## config.mk

```make
export PLATFORM = sky130hd
export DESIGN_NAME = ram_arbiter
export DESIGN_NICKNAME = d
export VERILOG_FILES = /design/src/rtl/ram_arbiter_pkg.sv /design/src/rtl/ram_arbiter_rr_arb2.sv /design/src/rtl/ram_arbiter.sv
export SDC_FILE = /design/constraint.sdc
export NUM_CORES = 1
export LEC_CHECK = 0
export ABC_AREA = 0
export CAP_MARGIN = 20
export CORE_UTILIZATION = 38
export DETAILED_ROUTE_END_ITERATION = 7
export HOLD_SLACK_MARGIN = 0.1
export PLACE_DENSITY_LB_ADDON = 0.15
export SYNTH_ARGS = -nofsm -noshare
export SYNTH_HDL_FRONTEND = slang
export SYNTH_HIERARCHICAL = 1
export SYNTH_SLANG_ARGS = --single-unit
```

## constraint.sdc

```tcl
create_clock -name clk -period 2 [get_ports clk]
set_input_delay 0.4 -clock clk [delete_from_list [all_inputs] [get_ports clk]]
set_output_delay 0.4 -clock clk [all_outputs]
set_load 0.1 [all_outputs]
```

## src/rtl/ram_arbiter_pkg.sv

```systemverilog
// Shared types and constants for the two-requester RAM arbiter.
package ram_arbiter_pkg;

   typedef enum logic [0:0] {
      ST_INIT = 1'b0,
      ST_RUN  = 1'b1
   } state_t;

   localparam int NREQ          = 2;
   localparam int ADDR_W_DEFAULT = 5;
   localparam int DEPTH         = 2 ** ADDR_W_DEFAULT;

endpackage

```

## src/rtl/ram_arbiter_rr_arb2.sv

```systemverilog
// Two-way round-robin picker; the pointer remembers which requester won last.
module rr_arb2
   import ram_arbiter_pkg::*;
(
   input  logic            clk,
   input  logic            reset,
   input  logic            en,
   input  logic [NREQ-1:0] req,
   output logic [NREQ-1:0] gnt
);

   logic last_r;   // 1 = requester 1 was granted most recently

   // grant decode: a lone request wins, a conflict goes to the one not served last
   always_comb begin
      gnt = 2'b00;
      if (en) begin
         case (req)
            2'b01:   gnt = 2'b01;
            2'b10:   gnt = 2'b10;
            2'b11:   gnt = last_r ? 2'b01 : 2'b10;
            default: gnt = 2'b00;
         endcase
      end else begin
         gnt = 2'b00;
      end
   end

   // last-grant pointer, moves only when something is granted
   always_ff @(posedge clk or negedge reset) begin
      if (!reset) begin
         last_r <= 1'b1;
      end else if (|gnt) begin
         last_r <= gnt[1];
      end else begin
         last_r <= last_r;
      end
   end

endmodule

```

## src/rtl/ram_arbiter.sv

```systemverilog
// Zero-fills the RAM after reset, then arbitrates two requesters onto it and
// returns read data two cycles after the grant.
module ram_arbiter
   import ram_arbiter_pkg::*;
#(
   parameter int ADDR_W = 5,
   parameter int DATA_W = 8
) (
   input  logic              clk,
   input  logic              reset,
   input  logic              req0,
   input  logic              req1,
   input  logic              we0,
   input  logic              we1,
   input  logic [ADDR_W-1:0] addr0,
   input  logic [ADDR_W-1:0] addr1,
   input  logic [DATA_W-1:0] wdata0,
   input  logic [DATA_W-1:0] wdata1,
   output logic              gnt0,
   output logic              gnt1,
   output logic              rvalid0,
   output logic              rvalid1,
   output logic [DATA_W-1:0] rdata0,
   output logic [DATA_W-1:0] rdata1,
   output logic              init_done,
   output logic [ADDR_W-1:0] ram_address,
   output logic [DATA_W-1:0] ram_data_in,
   output logic              ram_write_enable,
   output logic              ram_read_enable,
   input  logic [DATA_W-1:0] ram_data_out
);

   state_t            state_r;
   logic [ADDR_W-1:0] cnt_r;
   logic [NREQ-1:0]   gnt_s;
   logic              run_s;
   logic              sel_we_s;
   logic [ADDR_W-1:0] sel_addr_s;
   logic [DATA_W-1:0] sel_wdata_s;
   logic              p1_valid_r;
   logic              p1_owner_r;
   logic              p2_valid_r;
   logic              p2_owner_r;

   assign run_s     = (state_r == ST_RUN);
   assign init_done = run_s;

   rr_arb2 u_arb (
      .clk   (clk),
      .reset (reset),
      .en    (run_s),
      .req   ({req1, req0}),
      .gnt   (gnt_s)
   );

   assign gnt0 = gnt_s[0];
   assign gnt1 = gnt_s[1];

   // winner command mux
   always_comb begin
      sel_we_s    = we0;
      sel_addr_s  = addr0;
      sel_wdata_s = wdata0;
      if (gnt_s[1]) begin
         sel_we_s    = we1;
         sel_addr_s  = addr1;
         sel_wdata_s = wdata1;
      end else begin
         sel_we_s    = we0;
         sel_addr_s  = addr0;
         sel_wdata_s = wdata0;
      end
   end

   // sequencer FSM: zero-fill walk, then registered RAM command from the winner
   always_ff @(posedge clk or negedge reset) begin
      if (!reset) begin
         state_r          <= ST_INIT;
         cnt_r            <= {ADDR_W{1'b0}};
         ram_address      <= {ADDR_W{1'b0}};
         ram_data_in      <= {DATA_W{1'b0}};
         ram_write_enable <= 1'b0;
         ram_read_enable  <= 1'b0;
      end else begin
         case (state_r)
            ST_INIT: begin
               ram_address      <= cnt_r;
               ram_data_in      <= {DATA_W{1'b0}};
               ram_write_enable <= 1'b1;
               ram_read_enable  <= 1'b0;
               if (cnt_r == {ADDR_W{1'b1}}) begin
                  state_r <= ST_RUN;
               end else begin
                  cnt_r <= cnt_r + ADDR_W'(1);
               end
            end
            ST_RUN: begin
               if (|gnt_s) begin
                  ram_address      <= sel_addr_s;
                  ram_data_in      <= sel_wdata_s;
                  ram_write_enable <= sel_we_s;
                  ram_read_enable  <= !sel_we_s;
               end else begin
                  ram_write_enable <= 1'b0;
                  ram_read_enable  <= 1'b0;
               end
            end
            default: begin
               state_r          <= ST_INIT;
               ram_write_enable <= 1'b0;
               ram_read_enable  <= 1'b0;
            end
         endcase
      end
   end

   // read-owner pipe: stage 1 lines up with the RAM command, stage 2 with its data
   always_ff @(posedge clk or negedge reset) begin
      if (!reset) begin
         p1_valid_r <= 1'b0;
         p1_owner_r <= 1'b0;
         p2_valid_r <= 1'b0;
         p2_owner_r <= 1'b0;
      end else begin
         p1_valid_r <= (|gnt_s) && !sel_we_s;
         p1_owner_r <= gnt_s[1];
         p2_valid_r <= p1_valid_r;
         p2_owner_r <= p1_owner_r;
      end
   end

   assign rvalid0 = p2_valid_r && !p2_owner_r;
   assign rvalid1 = p2_valid_r && p2_owner_r;
   assign rdata0  = rvalid0 ? ram_data_out : {DATA_W{1'b0}};
   assign rdata1  = rvalid1 ? ram_data_out : {DATA_W{1'b0}};

endmodule

```

==> out/metrics.yaml <==
drcViolationCount: 0
maxCapViolCount: 0
fin_crit_ns: 1.94
synth.most_common_cell: "dfrtp_1"
ir_worst_vdd_mv: 0.456
holdPathStages: 0
syn_avg_cell_area_um2: 10.4
synth_top_area_frac: 0.466
drive_gt1_frac: 0.340
fin_crit_sh: 0.970
worst_pin_slew_ns: 0.321
fillers: 288
final_nets: 249
hold_viol: 0
crit_type: "in -> out"
hold_buffers: 0
clockBufferDepth: 2
cp.arrival_ns: 1.54
r2r_start: "cnt_r[0]"
reg2reg_depth: 6
p_per_area_mw_per_mm2: 759
crit_path_end_kind: "primary output"
clock-root-buffer: "clkbuf_4"
min_from: "p1_valid_r"
htree_levels: 1
rsz0062_at_grt: "false"
yosysWarnings: 6
coreArea_mm2: 0.00336
grt_usage: 0.196
synthTopCellsByArea: "dfrtp_1, mux2i_1, o211a_1, and2_1, and3_1"
finClkSkew_ns: 0.00254
portBuffers: 75
rows: 21
grt_pass1_wl_um: 5420
status: "finished clean"
die_area_mm2: 0.00378
timing.hold.ws_ns: 0.361
gr-total-overflow: 0
setup_viol: 0
route.detailed.vias_per_inst: 5.01
vias: 1263
power.leakage_nw: 1.10
die_w_um: 61.5
yosys_register_bits: 26
syn_inst: 129
place_hpwl_um: 2790
cp_max_fo: 5
wl_um: 3590
die_h_um: 61.5
setup_tns_ns: 0
required_ns: 1.60
cp-start-kind: "primary input"
clk_pin_slew_ns: 0.13
seq_area_frac_synth: 0.485
grt_pass1_vias: 1236
ant_nets: 0
startpoint: "req1"
synth_ff_type: "dfrtp_1"
wl_per_cell_um: 14.2
grt_max_degree: 27
cts_tree: "done"
pre_cts_ws_ns: -0.0619
cts_inserted_buffers: 3
total_power_mw: 1.85
clkLatencyLatePin_ns: 0.32
relSlewSlack: 0.786
synth_area_mm2: 0.00134
setup_ws_ns: 0.0596
async_flop_share: 1.00
ys_types: 28
clock-sinks: 26
drtIter0Drc: 29
io_pins: 76
final_core_util: 0.724
hp-class: "reg -> reg"
synth_top_area_cell: "dfrtp_1"
synth_edf_count: 0
start_util: 0.400
antenna_found_initial: 0
syn2layout_area_growth_pct: 81.1
synth_fp_nets: 171
drtPass1Iterations: 4
synth_common_cells: "dfrtp_1, nand2_1, and2_1, and3_1"
drv_slew: 0
num_antenna_cells: 0
timing.fmax_mhz: 515
place.gp.congestion: 0.758
==> critical path, cell delays in order <==
cell and delay, ns:
clkdlybuf4s50_1 0.58, nand2_4 0.09, a21oi_4 0.25, buf_12 0.21
==> registers in the layout, indices dropped and copies added (netlist names) <==
register and flops:
cnt_r 5, init_done 1, p1_owner_r 1, p1_valid_r 1, p2_owner_r 1, p2_valid_r 1
ram_address 5, ram_data_in 8, ram_read_enable 1, ram_write_enable 1, u_arb/last_r 1
==> layout make-up <==
type,instances,area (um^2),share of cell area
repair buffers,81,981,0.403
multi-input cells,87,669,0.275
flip-flops and latches,26,657,0.270
well taps,46,57.6,0.0237
clock buffers,4,36.3,0.0149
inverters,8,32.5,0.0134
==> final timing paths <==
kind / to / slack, ns
min reg2reg: p2_valid_r / 0.36
min: p2_valid_r / 0.36
max in group asynchronous: u_arb/last_r / 1.29
min in group asynchronous: cnt_r[2] / 0.42
max reg2reg: cnt_r[3] / 0.34
max: gnt1 / 0.06
==> cell usage in the layout (no fill, tap or decap), types with 3 or more instances in the layout <==
master           instances
dfrtp_1                 23
inv_1                    7
nor2b_1                  5
clkdlybuf4s50_1         39
mux2i_1                  8
o211a_1                  8
a211oi_2                 3
and2_2                   8
buf_4                   20
xnor2_1                  3
nand2_1                 13
and3_1                  10
buf_12                  22
o21ai_1                  3
o22ai_1                  5
clkbuf_4                 3
o21ai_0                  4
==> logic make-up (layout without fill, tap and decap cells) <==
| group | count (synthesis) | after routing | synth area share |
|---|---|---|---|
| XOR/XNOR | 3 | 3 | 0.0196 |
| flip-flops | 26 | 26 | 0.485 |
| adder cells (fa/ha/maj) | 2 | 2 | 0.0186 |
| buffers and inverters | 16 | 93 | 0.0680 |
| AO/OA/AOI/OAI | 30 | 30 | 0.172 |
| multiplexers | 8 | 8 | 0.0596 |
| AND/OR/NAND/NOR | 44 | 44 | 0.177 |
==> timing repair <==
item,in CTS,in global routing
hold endpoints to repair,0,0
endpoints found under the setup margin,8,9
buffers inserted,0,1
gates cloned,0,0
gates resized for setup,2,1
==> where the power goes <==
| group | switching [mW] | internal, mW |
|---|---|---|
| combinational | 0.657 | 0.308 |
| sequential | 0.0367 | 0.584 |
| clock | 0.149 | 0.111 |
==> stage by stage <==
step	std cells	area, um^2
after floorplan	129	1420
after global placement	247	2380
after detailed placement	247	2380
after CTS	251	2420
after global routing	252	2430
final	252	2430
==> layer usage <==
| layer | vias up | global-route usage | wire length (um) |
|---|---|---|---|
| li1 | 597 | - | - |
| met1 | 609 | 0.212 | 1340 |
| met2 | 53 | 0.366 | 1930 |
| met3 | 4 | 0.0441 | 263 |
| met4 | 0 | 0.0794 | 47 |
| met5 | - | 0 | 0 |
(Power assumes the default switching activity.)
